[src/rtl/uart_ram_loader_pkg.sv]
// -----------------------------------------------------------------------------
// loader_pkg
//   Shared types and constants for the UART RAM loader.
//   - loader_state_t : frame-parser FSM states (top level)
//   - rx_state_t     : byte receiver FSM states (uart_rx_byte)
//   - SYNC_BYTE      : frame start marker
//   - clks_per_bit() : bit period in clock cycles, truncated
//   Optional feature macro: UART_RAM_LOADER_CHECKSUM_EN adds the CHECK state.
// -----------------------------------------------------------------------------
package loader_pkg;

  localparam logic [7:0] SYNC_BYTE = 8'hA5;

  // ST_FINISH is a one-cycle tail after the final write so that done lands
  // on the cycle after that write's we pulse.
  typedef enum logic [3:0] {
    ST_IDLE,
    ST_ADDR_HI,
    ST_ADDR_LO,
    ST_CNT_HI,
    ST_CNT_LO,
    ST_DATA_HI,
    ST_DATA_LO,
    ST_FINISH
`ifdef UART_RAM_LOADER_CHECKSUM_EN
    ,
    ST_CHECK
`endif
  } loader_state_t;

  typedef enum logic [1:0] {
    RX_IDLE,
    RX_START,
    RX_DATA,
    RX_STOP
  } rx_state_t;

  function automatic int clks_per_bit(input int clk_freq, input int baud);
    return clk_freq / baud;
  endfunction

endpackage

[src/rtl/uart_ram_loader_rx.sv]
// -----------------------------------------------------------------------------
// uart_rx_byte
//   8N1 UART byte receiver, LSB first, line idle high.
//   Ports:
//     clk        in   system clock
//     rst_n      in   asynchronous active-low reset
//     rx         in   serial line, asynchronous to clk
//     byte_valid out  one-cycle pulse, byte_data holds a good byte
//     byte_data  out  last received byte
//     frame_err  out  one-cycle pulse when the stop bit was sampled low
// -----------------------------------------------------------------------------
module uart_rx_byte
  import loader_pkg::*;
#(
  parameter int CLKS_PER_BIT = 434
) (
  input  logic       clk,
  input  logic       rst_n,
  input  logic       rx,
  output logic       byte_valid,
  output logic [7:0] byte_data,
  output logic       frame_err
);

  localparam int CW = $clog2(CLKS_PER_BIT + 1);
  localparam logic [CW-1:0] FULL_M1 = CW'(CLKS_PER_BIT - 1);
  localparam logic [CW-1:0] HALF_M1 = CW'(CLKS_PER_BIT / 2 - 1);

  logic            sync1_q, sync2_q, prev_q;
  rx_state_t       state_q, state_d;
  logic [CW-1:0]   cnt_q, cnt_d;
  logic [2:0]      bit_q, bit_d;
  logic [7:0]      shift_q, shift_d;
  logic            valid_q, valid_d;
  logic            ferr_q, ferr_d;

  always_ff @(posedge clk or negedge rst_n) begin
    if (!rst_n) begin
      sync1_q <= 1'b1;
      sync2_q <= 1'b1;
      prev_q  <= 1'b1;
      state_q <= RX_IDLE;
      cnt_q   <= '0;
      bit_q   <= '0;
      shift_q <= '0;
      valid_q <= 1'b0;
      ferr_q  <= 1'b0;
    end else begin
      sync1_q <= rx;
      sync2_q <= sync1_q;
      prev_q  <= sync2_q;
      state_q <= state_d;
      cnt_q   <= cnt_d;
      bit_q   <= bit_d;
      shift_q <= shift_d;
      valid_q <= valid_d;
      ferr_q  <= ferr_d;
    end
  end

  always_comb begin
    state_d = state_q;
    cnt_d   = cnt_q + CW'(1);
    bit_d   = bit_q;
    shift_d = shift_q;
    valid_d = 1'b0;
    ferr_d  = 1'b0;
    case (state_q)
      RX_IDLE: begin
        cnt_d = '0;
        // Edge rather than level: a line left low after a bad stop bit must
        // not be mistaken for a fresh start bit.
        if (prev_q && !sync2_q) state_d = RX_START;
      end
      RX_START: begin
        if (cnt_q == HALF_M1) begin
          cnt_d = '0;
          bit_d = '0;
          // Still low at mid-bit means a real start bit; otherwise a glitch.
          state_d = sync2_q ? RX_IDLE : RX_DATA;
        end
      end
      RX_DATA: begin
        if (cnt_q == FULL_M1) begin
          cnt_d   = '0;
          shift_d = {sync2_q, shift_q[7:1]};
          bit_d   = bit_q + 3'd1;
          if (bit_q == 3'd7) state_d = RX_STOP;
        end
      end
      RX_STOP: begin
        if (cnt_q == FULL_M1) begin
          cnt_d   = '0;
          state_d = RX_IDLE;
          if (sync2_q) valid_d = 1'b1;
          else         ferr_d  = 1'b1;
        end
      end
      default: state_d = RX_IDLE;
    endcase
  end

  assign byte_valid = valid_q;
  assign byte_data  = shift_q;
  assign frame_err  = ferr_q;

endmodule

[src/rtl/uart_ram_loader.sv]
// -----------------------------------------------------------------------------
// uart_ram_loader
//   Receives framed bytes on a UART line and writes 16-bit words into the
//   CPU-side RAM port. Frame: A5, ADDR_HI, ADDR_LO, CNT_HI, CNT_LO,
//   CNT words (MSB byte first), then CHK when checksumming is built.
//   Ports:
//     CLK_50   in   system clock
//     resetN   in   asynchronous active-low reset
//     uart_rx  in   serial line, idle high, 8N1
//     addr     out  RAM write address (advances the cycle after each write)
//     wdata    out  RAM write data
//     we       out  one-cycle write strobe per word
//     busy     out  frame in progress (holds the CPU off the RAM port)
//     done     out  one-cycle pulse, frame completed
//     err      out  one-cycle pulse, frame aborted or checksum mismatch
//   Optional feature macro: UART_RAM_LOADER_CHECKSUM_EN -- expect a trailing
//   modulo-256 sum of the data bytes; a mismatch reports err instead of done.
// -----------------------------------------------------------------------------
module uart_ram_loader
  import loader_pkg::*;
#(
  parameter int DATA_WIDTH = 16,
  parameter int ADDR_WIDTH = 9,
  parameter int CLK_FREQ   = 50_000_000,
  parameter int BAUD       = 115200
) (
  input  logic                  CLK_50,
  input  logic                  resetN,
  input  logic                  uart_rx,
  output logic [ADDR_WIDTH-1:0] addr,
  output logic [DATA_WIDTH-1:0] wdata,
  output logic                  we,
  output logic                  busy,
  output logic                  done,
  output logic                  err
);

  localparam int CLKS_PER_BIT = clks_per_bit(CLK_FREQ, BAUD);

  logic       byte_valid;
  logic [7:0] byte_data;
  logic       frame_err;

  uart_rx_byte #(
    .CLKS_PER_BIT(CLKS_PER_BIT)
  ) u_rx (
    .clk       (CLK_50),
    .rst_n     (resetN),
    .rx        (uart_rx),
    .byte_valid(byte_valid),
    .byte_data (byte_data),
    .frame_err (frame_err)
  );

  loader_state_t         state_q, state_d;
  logic [7:0]            addr_hi_q, addr_hi_d;
  logic [15:0]           cnt_q, cnt_d;
  logic [7:0]            data_hi_q, data_hi_d;
  logic [ADDR_WIDTH-1:0] addr_q, addr_d;
  logic [DATA_WIDTH-1:0] wdata_q, wdata_d;
  logic                  we_q, we_d;
  logic                  done_q, done_d;
  logic                  err_q, err_d;
`ifdef UART_RAM_LOADER_CHECKSUM_EN
  logic [7:0]            chk_q, chk_d;
`endif

  always_ff @(posedge CLK_50 or negedge resetN) begin
    if (!resetN) begin
      state_q   <= ST_IDLE;
      addr_hi_q <= '0;
      cnt_q     <= '0;
      data_hi_q <= '0;
      addr_q    <= '0;
      wdata_q   <= '0;
      we_q      <= 1'b0;
      done_q    <= 1'b0;
      err_q     <= 1'b0;
`ifdef UART_RAM_LOADER_CHECKSUM_EN
      chk_q     <= '0;
`endif
    end else begin
      state_q   <= state_d;
      addr_hi_q <= addr_hi_d;
      cnt_q     <= cnt_d;
      data_hi_q <= data_hi_d;
      addr_q    <= addr_d;
      wdata_q   <= wdata_d;
      we_q      <= we_d;
      done_q    <= done_d;
      err_q     <= err_d;
`ifdef UART_RAM_LOADER_CHECKSUM_EN
      chk_q     <= chk_d;
`endif
    end
  end

  always_comb begin
    state_d   = state_q;
    addr_hi_d = addr_hi_q;
    cnt_d     = cnt_q;
    data_hi_d = data_hi_q;
    addr_d    = addr_q;
    wdata_d   = wdata_q;
    we_d      = 1'b0;
    done_d    = 1'b0;
    err_d     = 1'b0;
`ifdef UART_RAM_LOADER_CHECKSUM_EN
    chk_d     = chk_q;
`endif

    // Post-increment: addr stays on the written location while we is high,
    // then steps (wrapping naturally at 2^ADDR_WIDTH).
    if (we_q) addr_d = addr_q + ADDR_WIDTH'(1);

    case (state_q)
      ST_IDLE: begin
        if (byte_valid && byte_data == SYNC_BYTE) begin
          state_d = ST_ADDR_HI;
`ifdef UART_RAM_LOADER_CHECKSUM_EN
          chk_d   = '0;
`endif
        end
      end
      ST_ADDR_HI: begin
        if (byte_valid) begin
          addr_hi_d = byte_data;
          state_d   = ST_ADDR_LO;
        end
      end
      ST_ADDR_LO: begin
        if (byte_valid) begin
          // Cast keeps only the low ADDR_WIDTH bits of the 16-bit address.
          addr_d  = ADDR_WIDTH'({addr_hi_q, byte_data});
          state_d = ST_CNT_HI;
        end
      end
      ST_CNT_HI: begin
        if (byte_valid) begin
          cnt_d   = {byte_data, cnt_q[7:0]};
          state_d = ST_CNT_LO;
        end
      end
      ST_CNT_LO: begin
        if (byte_valid) begin
          cnt_d = {cnt_q[15:8], byte_data};
          if ({cnt_q[15:8], byte_data} != 16'd0) begin
            state_d = ST_DATA_HI;
          end else begin
`ifdef UART_RAM_LOADER_CHECKSUM_EN
            state_d = ST_CHECK;
`else
            state_d = ST_IDLE;
            done_d  = 1'b1;
`endif
          end
        end
      end
      ST_DATA_HI: begin
        if (byte_valid) begin
          data_hi_d = byte_data;
          state_d   = ST_DATA_LO;
`ifdef UART_RAM_LOADER_CHECKSUM_EN
          chk_d     = chk_q + byte_data;
`endif
        end
      end
      ST_DATA_LO: begin
        if (byte_valid) begin
          wdata_d = {data_hi_q, byte_data};
          we_d    = 1'b1;
          cnt_d   = cnt_q - 16'd1;
`ifdef UART_RAM_LOADER_CHECKSUM_EN
          chk_d   = chk_q + byte_data;
`endif
          if (cnt_q != 16'd1) begin
            state_d = ST_DATA_HI;
          end else begin
`ifdef UART_RAM_LOADER_CHECKSUM_EN
            state_d = ST_CHECK;
`else
            state_d = ST_FINISH;
`endif
          end
        end
      end
      ST_FINISH: begin
        state_d = ST_IDLE;
        done_d  = 1'b1;
      end
`ifdef UART_RAM_LOADER_CHECKSUM_EN
      ST_CHECK: begin
        if (byte_valid) begin
          state_d = ST_IDLE;
          if (byte_data == chk_q) done_d = 1'b1;
          else                    err_d  = 1'b1;
        end
      end
`endif
      default: state_d = ST_IDLE;
    endcase

    // A broken byte aborts the frame; a pending half word is discarded,
    // completed writes remain. Noise while idle is not an error.
    if (frame_err && state_q != ST_IDLE) begin
      state_d = ST_IDLE;
      we_d    = 1'b0;
      done_d  = 1'b0;
      err_d   = 1'b1;
    end
  end

  assign addr  = addr_q;
  assign wdata = wdata_q;
  assign we    = we_q;
  assign busy  = (state_q != ST_IDLE);
  assign done  = done_q;
  assign err   = err_q;

endmodule
[config.mk]
export PLATFORM = sky130hd
export DESIGN_NAME = uart_ram_loader
export DESIGN_NICKNAME = d
export VERILOG_FILES = /design/src/rtl/uart_ram_loader_pkg.sv /design/src/rtl/uart_ram_loader_rx.sv /design/src/rtl/uart_ram_loader.sv
export SDC_FILE = /design/constraint.sdc
export NUM_CORES = 1
export LEC_CHECK = 0
export ABC_AREA = 1
export CAP_MARGIN = 20
export CELL_PAD_IN_SITES_DETAIL_PLACEMENT = 0
export CELL_PAD_IN_SITES_GLOBAL_PLACEMENT = 1
export CORE_MARGIN = 8
export CORE_UTILIZATION = 46
export CTS_BUF_LIST = sky130_fd_sc_hd__clkbuf_8
export DETAILED_ROUTE_END_ITERATION = 6
export HOLD_SLACK_MARGIN = 0.15
export PLACE_DENSITY_LB_ADDON = 0.12
export SLEW_MARGIN = 20
export SYNTH_ARGS = -nofsm -noshare
export SYNTH_HDL_FRONTEND = slang
export SYNTH_SLANG_ARGS = --single-unit
[constraint.sdc]
create_clock -name CLK_50 -period 1.86 [get_ports CLK_50]
set_input_delay 0.186 -clock CLK_50 [delete_from_list [all_inputs] [get_ports CLK_50]]
set_output_delay 0.186 -clock CLK_50 [all_outputs]
set_load 0.1 [all_outputs]
==> results of run 1 <==
==> logic make-up (layout without fill, tap and decap cells) <==
logic type | count (synthesis) | in the layout | share of synthesized area [%]
AOI/OAI and AO/OA | 90 | 90 | 11.2
xor gates and xnor gates | 10 | 10 | 2.01
adders and majority gates | 12 | 12 | 3.45
buffers and inverters | 76 | 126 | 7.10
DFF | 83 | 83 | 47.8
and+or+nand+nor | 273 | 273 | 28.4
==> metrics by stage <==
stage                     utilization, %  power [mW]
after floorplan                        -        2.32
after global placement              52.3        2.47
after detailed placement            52.3        2.49
after CTS                           54.7        3.82
after global routing                54.7        3.98
final                               54.7        3.77
==> registers in the layout, summed over array words and instances (netlist names), named ones only <==
signal           flops
addr                 9
addr_hi_q            1
cnt_q               16
data_hi_q            8
done                 1
err                  1
state_q              3
u_rx.bit_q           3
u_rx.byte_data       8
u_rx.byte_valid      1
u_rx.cnt_q           9
u_rx.frame_err       1
u_rx.prev_q          1
u_rx.state_q         1
u_rx.sync1_q         1
u_rx.sync2_q         1
wdata               16
we                   1
==> power by group through the flow <==
stage               Clock [mW]  Combinational [mW]  Sequential, mW
floorplan                    0               0.388            1.93
global placement             0               0.534            1.94
detailed placement           0               0.545            1.94
CTS                       1.37               0.549            1.91
global route              1.44               0.625            1.92
finish                    1.32               0.538            1.91
==> final cells by class <==
type	count	share of cell area, %
Sequential cell	83	41.5
Multi-Input combinational cell	385	39.1
Timing Repair Buffer	45	7.82
Inverter	65	4.85
Tap cell	111	2.76
Clock buffer	9	2.46
Clock inverter	7	1.57
==> critical path, cell delays in order, from the launching register on <==
cell,delay [ns]
dfrtp_1,0.40
inv_1,0.09
ha_1,0.15
nand2_1,0.06
nor2_2,0.17
nand2_4,0.09
nand2_4,0.07
nand2_2,0.05
nor2_2,0.13
or2_1,0.17
buf_12,0.14
nor2_2,0.03
==> path summary, 6_finish.rpt <==
| check | cells after the start | end | slack [ns] | from |
|---|---|---|---|---|
| max in group asynchronous | 3 | u_rx.prev_q | 0.88 | resetN |
| min in group asynchronous | 2 | addr[1] | 0.29 | resetN |
| min reg2reg | 0 | u_rx.sync2_q | 0.37 | u_rx.sync1_q |
| max reg2reg | 11 | u_rx.cnt_q[0] | 0.20 | u_rx.cnt_q[1] |
| max | 11 | u_rx.cnt_q[0] | 0.20 | u_rx.cnt_q[1] |
| min | 1 | u_rx.sync1_q | 0.24 | uart_rx |
==> synthesized netlist by cell type <==
master	instances	area share [%]
nand2_1	146	13
dfrtp_1	80	46
inv_1	56	4.8
nor2_1	44	3.8
o21ai_0	40	4.6
nand3_1	34	3.9
a21oi_1	25	2.9
ha_1	12	3.4
nor2_2	11	1.6
o21ai_1	10	1.1
inv_2	9	0.78
nand4_1	9	1.3
a22oi_1	7	1.2
buf_2	7	0.80
nand2_2	7	1.0
nor3_1	7	0.80
xor2_1	6	1.2
nand2_4	4	1.0
xnor2_1	4	0.80
dfstp_2	3	1.8
nor2_4	3	0.78
a31oi_1	2	0.29
buf_4	2	0.34
o21bai_1	2	0.34
or2_2	2	0.29
a21boi_0	1	0.17
a21oi_2	1	0.20
a32oi_1	1	0.20
and2_1	1	0.14
buf_6	1	0.26
clkbuf_1	1	0.086
nand3_2	1	0.23
nor2_8	1	0.46
nor3_2	1	0.23
o21a_1	1	0.17
or2_0	1	0.14
or2_1	1	0.14
==> layer usage <==
layer	part of all wire [%]	track usage [%]
met1	48	22.6
met2	47	26.5
met3	3.8	3.46
met4	1.3	5.68
met5	0	0
==> impl_metrics.csv, run 1 <==
group,metric,value,unit
outcome,status,"completed",
finish,drive_gt1_share,17.5,%
global_route,grt_pass1_wl,17400,um
finish,multiInputGateArea,1960,sq um
route,drt_iter0_drc,229,
sta,fmax,603,MHz
route,wl_per_cell,14.2,um
setup_path,arrival,1.90,ns
setup_path,worstSetupPathType,"flip-flop to flip-flop",
cts,cts_tree,"yes",
sta,setup_viol,0,
finish,fill_cells,882,
power_and_ir_drop,peakVddDrop,611,uV
route,drc,0,
yosys,syn_inst,544,
route,viasPerCell,5.12,
sta,worstMarginPinSlew,0.442,ns
yosys,post_synth_instance_area,4350,sq um
yosys,seq_area_frac_synth,47.8,%
cts,post-cts-setup-buffers,0,
die,ios,32,
placed_design,portBuffers,31,
finish,final_cell_area,5030,sq um
worst_hold_path,hold_path_class,"input pin to flip-flop",
yosys,synth_seq_cells,83,
finish,diodes,0,
cts,cts_hold_buf,1,
power_and_ir_drop,swShare,28.4,%
sta,tns,0,ns
placed_design,dp_slack,0.195,ns
die,fp.dieH,113,um
setup_path,end_kind,"flip-flop",
die,dieArea,12800,sq um
setup_path,crit_path_start_kind,"flip-flop",
cts,cts-resized-gates,0,
global_route,track_usage,16.9,%
cts,cts_buffers,9,
placed_design,dp.final_hpwl,7420,um
sta,skew,0.0138,ns
placed_design,placed_cell_area,4810,sq um
sta,maxSlewHeadroom,70.5,%
placed_design,place_congestion,0.840,
cts,clock_latency,0.36,ns
die,coreArea,9200,sq um
finish,mostFrequentLayoutCells,"nand2_1, dfrtp_1, inv_1",
yosys,synth.distinct_cells,37,
sta,min_period,1.66,ns
power_and_ir_drop,clkPwrFrac,35.1,%
power_and_ir_drop,seqPwrFrac,50.6,%
run,cap_violations,0,
die,fp.dieW,113,um
sta,timing.final.ws_setup,0.201,ns
yosys,ys_warn_count,0,
cts,cts_max_path_buffers,2,
sta,hold_viol_final,0,
global_route,grt_max_degree,56,
setup_path,crit_fanout,9,
finish,seqCellArea,2080,sq um
power_and_ir_drop,p_per_area,750,nW/um^2
cts,root_buffer,"clkbuf_8",
sta,period_share,89.2,%
route,wl,10000,um
die,row_count,35,
finish,layout_commonest_cell,"nand2_1",
power_and_ir_drop,p_int,2.70,mW
placed_design,placed_cells,688,
global_route,antenna_found_initial,0,
global_route,grt_overflow,0,
power_and_ir_drop,p_switching,1.07,mW
route,vias,3611,
yosys,syn-mean-instance-area,8.00,sq um
sta,hold_ws,0.236,ns
cts,cts.clk_slew.worst_paths,0.08,ns
global_route,grt_pass1_vias,3543,
die,start_util,47.3,%
setup_path,cp_data_required_time,2.10,ns
power_and_ir_drop,p_comb_share,14.3,%
sta,drv_slew,0,
power_and_ir_drop,p_leak,2.55,nW
route,antenna_left,0,
finish,fin_cells,705,
route,first_pass_iters,4,
yosys,synth_nets,559,
cts,h-tree-depth,3,
finish,num-nets-final,604,
cts,cts.sink_count,83,
finish,area_growth,15.5,%
sta,grt_setup_unrepaired,"false",
No activity file was read; power rests on OpenSTA's default activity.
==> run 2: changes to the inputs <==
Settings changed: CAP_MARGIN 20 to 15, CORE_MARGIN 8 to default, CORE_UTILIZATION 46 to 41.
Clock period 1.86 ns to 1.5 ns, I/O delays scaled along.
==> run 2 against run 1 <==
Via count up 4.8%. Clock skew up 0.00077 ns. Count of clock-buffer cells in the layout unchanged. Core utilization up 3.2 points. Worst hold slack worse by 0.047 ns. Non-clock buffer count up 42. Global-route usage up 3.7 points.
==> impl_metrics.csv, run 2 (synthesized netlist as in run 1, its figures left out) <==
group,metric,value,unit
worst_hold_path,hold_path_class,"input pin to flip-flop",
cts,cts_max_path_buffers,2,
sta,period_share,99.7,%
global_route,grt_pass1_vias,3701,
die,fp.dieW,105,um
route,antenna_left,0,
global_route,grt_overflow,0,
route,viasPerCell,4.90,
setup_path,worstSetupPathType,"flip-flop to flip-flop",
power_and_ir_drop,p_per_area,809,nW/um^2
sta,grt_setup_unrepaired,"true",
die,dieArea,11000,sq um
cts,cts_tree,"yes",
global_route,grt_pass1_wl,17800,um
global_route,antenna_found_initial,0,
sta,drv_slew,0,
power_and_ir_drop,peakVddDrop,896,uV
power_and_ir_drop,p_switching,1.53,mW
power_and_ir_drop,clkPwrFrac,33.7,%
route,wl,10700,um
sta,hold_viol_final,0,
setup_path,r2r_cells,9,
route,first_pass_iters,4,
finish,num-nets-final,646,
placed_design,dp_slack,-0.0429,ns
sta,hold_ws,0.189,ns
finish,diodes,0,
sta,timing.final.ws_setup,0.00409,ns
placed_design,dp.final_hpwl,7650,um
finish,mostFrequentLayoutCells,"nand2_1, dfrtp_1, inv_1",
die,fp.dieH,105,um
power_and_ir_drop,p_comb_share,17.4,%
finish,fill_cells,938,
outcome,status,"completed",
power_and_ir_drop,seqPwrFrac,48.8,%
finish,multiInputGateArea,2160,sq um
finish,drive_gt1_share,29.7,%
finish,final_core_util,57.8,%
route,drc,0,
setup_path,crit_path_start_kind,"flip-flop",
sta,worstMarginPinSlew,0.322,ns
power_and_ir_drop,swShare,31.6,%
route,vias,3786,
route,wl_per_cell,13.8,um
worst_hold_path,whs_endpoint,"u_rx.sync1_q",
worst_hold_path,hold_start,"uart_rx",
die,start_util,42.2,%
finish,seqCellArea,2100,sq um
worst_hold_path,hold_depth,1,
finish,layout_commonest_cell,"nand2_1",
sta,skew,0.0146,ns
cts,cts.sink_count,83,
die,ios,32,
cts,root_buffer,"clkbuf_8",
setup_path,regToRegSetupSlack,0.004,ns
cts,clock_latency,0.37,ns
sta,setup_viol,0,
sta,maxSlewHeadroom,78.4,%
die,coreArea,10300,sq um
sta,fmax,668,MHz
finish,area_growth,37.2,%
die,row_count,37,
sta,min_period,1.50,ns
setup_path,crit_fanout,8,
run,cap_violations,0,
placed_design,portBuffers,31,
global_route,track_usage,20.5,%
power_and_ir_drop,p_int,3.30,mW
setup_path,reg2reg_from,"u_rx.cnt_q[1]",
setup_path,end_kind,"flip-flop",
setup_path,reg2reg_to,"u_rx.byte_data[4]",
cts,h-tree-depth,3,
setup_path,arrival,1.75,ns
setup_path,cp_data_required_time,1.75,ns
placed_design,place_congestion,0.844,
power_and_ir_drop,p_leak,2.93,nW
cts,cts.clk_slew.worst_paths,0.09,ns
route,drt_iter0_drc,188,
cts,cts_buffers,9,
global_route,grt_max_degree,60,
## run 2: changes by cell type in the layout (fill, tap and decap cells not counted), sizes merged
cell,before,now
bufinv,1,0
dlygate4sd3,1,2
clkinv,3,2
buf,43,83
inv,67,70
clkinvlp,1,0
clkbuf,9,10
## run 2: area by class of cell
type                       instances  area share, %
inverter                          65           4.34
timing repair buffer              87           18.1
tap                              136           2.85
clock inverter                     7           1.28
multi-input combinational        385           36.1
sequential                        83           35.2
clock buffer                       9           2.07
## run 2: what timing repair did
| item | in CTS | in global routing |
|---|---|---|
| buffers inserted | 2 | 5 |
| gates resized for setup | 4 | 64 |
| pin swaps | 1 | 7 |
| hold buffers | 2 | 0 |
| hold endpoints to repair | 83 | 0 |
| endpoints found under the setup margin | 20 | 51 |
| cloned | 0 | 1 |
## run 2: routing by layer
metal / up-vias / global-route usage [%] / share of wire, %
li1: 1927 / - / -
met1: 1795 / 28.2 / 47
met2: 52 / 32.5 / 48
met3: 12 / 3.24 / 2.5
met4: 0 / 8.15 / 1.6
met5: - / 0 / 0
## run 2: power groups by stage
stage / Combinational, mW / Clock, mW / Sequential [mW]
3_5_place_dp: 0.799 / 0 / 2.40
3_3_place_gp: 0.770 / 0 / 2.39
2_1_floorplan: 0.482 / 0 / 2.40
6_report: 0.841 / 1.63 / 2.36
4_1_cts: 0.817 / 1.68 / 2.35
5_1_grt: 0.949 / 1.78 / 2.36
## run 2: how the worst max path moves through the flow
stage,endpoint,start,slack [ns],depth (start not counted)
floorplan,state_q[0],state_q[2],-0.04,8
global placement,flip-flop,u_rx.state_q[0],0.01,8
detailed placement,u_rx.state_q[0],u_rx.state_q[0],-0.04,8
CTS,u_rx.cnt_q[8],u_rx.cnt_q[1],-0.004,11
global route,u_rx.state_q[0],u_rx.cnt_q[1],-0.09,12
finish,u_rx.byte_data[4],u_rx.cnt_q[1],0.004,9
## run 2: metrics by stage
stage	area, sq um	TNS [ns]	instances	power, mW
2_1_floorplan	4400	-0.0723	544	2.88
3_5_place_dp	5470	-0.0979	747	3.19
3_3_place_gp	5470	0	747	3.16
6_report	5970	0	772	4.83
4_1_cts	5730	-0.0134	767	4.85
5_1_grt	5970	-1.48	772	5.09
## run 2: critical path, cell delays in order, from the launching register on
cell and delay, ns:
dfrtp_1 0.39, inv_2 0.08, ha_4 0.14, nand2_4 0.05
nor2_4 0.15, nand2_4 0.07, buf_6 0.12, nor2_4 0.13
clkbuf_16 0.18, o21ai_1 0.06
==> run 3: changes to the inputs <==
Settings changed: CORE_UTILIZATION 41 to 49, RECOVER_POWER from default to 25.
Clock period 1.5 ns to 1.9 ns, I/O delays scaled along.
==> run 3 against run 2 <==
Combinational power is 43% lower. Routed wire length is 9.7% lower. Clock skew is 0.0036 ns lower. Global-route usage is 2.4 points higher. Highest routed layer unchanged. First-iteration DRC count is 6.9% higher. Clock power is 16% lower.
==> impl_metrics.csv, run 3 (synthesized netlist as in run 1, its figures left out) <==
group,metric,value,unit
cts,root_buffer,"clkbuf_8",
setup_path,slowest_delay,0.40,ns
sta,drv_slew,0,
global_route,track_usage,22.9,%
route,antenna_left,0,
finish,mostFrequentLayoutCells,"nand2_1, dfrtp_1, inv_1",
finish,diodes,0,
setup_path,worst-path-buf-inv,1,
setup_path,cp-startpoint,"cnt_q[0]",
finish,final_cell_area,4960,sq um
die,coreArea,8680,sq um
route,wl_per_cell,13.8,um
finish,layout_commonest_cell,"nand2_1",
cts,cts_tree,"yes",
setup_path,crit_fanout,4,
sta,min_period,1.67,ns
route,drc,0,
power_and_ir_drop,p_comb_share,12.9,%
placed_design,placed_cell_area,4750,sq um
sta,setup_viol,0,
setup_path,cp.depth,9,
sta,worstMarginPinSlew,0.771,ns
power_and_ir_drop,p_leak,2.52,nW
finish,num-nets-final,599,
outcome,status,"completed",
die,start_util,50.2,%
power_and_ir_drop,peakVddDrop,548,uV
power_and_ir_drop,p_switching,1.09,mW
cts,cts.sink_count,83,
cts,cts_buffers,9,
finish,area_growth,13.9,%
die,fp.dieH,96.3,um
power_and_ir_drop,seqPwrFrac,50.3,%
setup_path,crit_family,"simple AND/OR/NAND/NOR gates",
setup_path,crit_path_start_kind,"flip-flop",
cts,h-tree-depth,3,
setup_path,regToRegSetupSlack,0.23,ns
die,ios,32,
setup_path,arrival,1.93,ns
setup_path,cpMostUsedCell,"nand2_1",
setup_path,end_kind,"flip-flop",
run,cap_violations,0,
global_route,antenna_found_initial,0,
cts,cts.clk_slew.worst_paths,0.09,ns
die,dieArea,9260,sq um
power_and_ir_drop,p_per_area,750,nW/um^2
route,first_pass_iters,5,
route,wl,9640,um
sta,fmax,598,MHz
setup_path,crit_chain,"inv_1, ha_1, nand2_1, nor2_1, nand2_1, nor2_1, o21ai_0, nand2_1, nand2_1",
finish,final_core_util,57.2,%
global_route,grt_pass1_vias,3357,
setup_path,cp_data_required_time,2.15,ns
route,vias,3554,
placed_design,portBuffers,31,
cts,cts_max_path_buffers,2,
cts,post-cts-setup-buffers,0,
setup_path,reg2reg_to,"cnt_q[12]",
sta,grt_setup_unrepaired,"false",
placed_design,dp.final_hpwl,7090,um
power_and_ir_drop,total_power,3.72,mW
placed_design,place_congestion,0.881,
setup_path,crit_slowest_cell,"dfrtp_1",
route,drt_iter0_drc,201,
global_route,grt_max_degree,37,
power_and_ir_drop,p_int,2.63,mW
sta,timing.final.ws_setup,0.228,ns
global_route,grt_overflow,0,
global_route,grt_pass1_wl,16100,um
power_and_ir_drop,clkPwrFrac,36.8,%
setup_path,reg2reg_from,"cnt_q[0]",
setup_path,worstSetupPathType,"flip-flop to flip-flop",
power_and_ir_drop,swShare,29.3,%
die,fp.dieW,96.3,um
worst_hold_path,hold_path_class,"flip-flop to flip-flop",
sta,maxSlewHeadroom,48.6,%
route,viasPerCell,5.10,
sta,skew,0.0110,ns
sta,period_share,88.0,%
placed_design,dp_slack,0.250,ns
setup_path,r2r_cells,9,
finish,drive_gt1_share,16.8,%
die,row_count,34,
sta,hold_viol_final,0,
setup_path,cp-endpoint,"cnt_q[12]",
cts,clock_latency,0.36,ns
sta,tns,0,ns
==> run 3: metal layers <==
layer | share of wire (%) | GRT usage [%]
met1 | 49 | 32.5
met5 | 0 | 0
met2 | 47 | 36.6
met3 | 3.1 | 3.24
met4 | 1.1 | 6.34
==> run 3: layout make-up <==
cell class / count / area, sq um
fillers: 847 / 3720
flip-flops and latches: 83 / 2080
multi-input cells: 385 / 1960
repair buffers: 40 / 315
inverters: 65 / 244
well taps: 108 / 135
clock buffers: 9 / 124
clock inverters: 7 / 93.8
==> run 3: power groups by stage <==
stage / combinational (mW) / clock, mW / sequential [mW]
floorplan: 0.380 / 0 / 1.89
CTS: 0.494 / 1.41 / 1.87
global placement: 0.477 / 0 / 1.90
detailed placement: 0.490 / 0 / 1.91
global route: 0.566 / 1.48 / 1.88
finish: 0.481 / 1.37 / 1.87
==> run 3: worst register-to-register path: stages (launching register included) <==
cell and delay [ns]:
dfrtp_1 0.40, inv_1 0.11, ha_1 0.22, nand2_1 0.10
nor2_1 0.30, nand2_1 0.12, nor2_1 0.13, o21ai_0 0.09
nand2_1 0.06, nand2_1 0.05
==> run 3: metrics by stage <==
stage	cells	hold WS, ns
finish	697	0.365
floorplan	544	-0.106
detailed placement	680	0.154
global route	697	0.373
CTS	697	0.230
global placement	680	0.151
==> run 3: worst min path at each step <==
stage | slack [ns] | depth (start not counted) | endpoint | startpoint
floorplan | -0.11 | 0 | asynchronous set/reset pin | resetN
global route | 0.37 | 0 | u_rx.sync2_q | u_rx.sync1_q
global placement | 0.15 | 1 | addr[7] | resetN
finish | 0.37 | 0 | u_rx.sync2_q | u_rx.sync1_q
CTS | 0.23 | 1 | u_rx.sync1_q | uart_rx
detailed placement | 0.15 | 1 | addr[7] | resetN
==> run 3: repair_timing <==
item	in CTS	in global routing
hold buffers	1	0
endpoints found under the hold margin	62	0
resized for setup	0	0
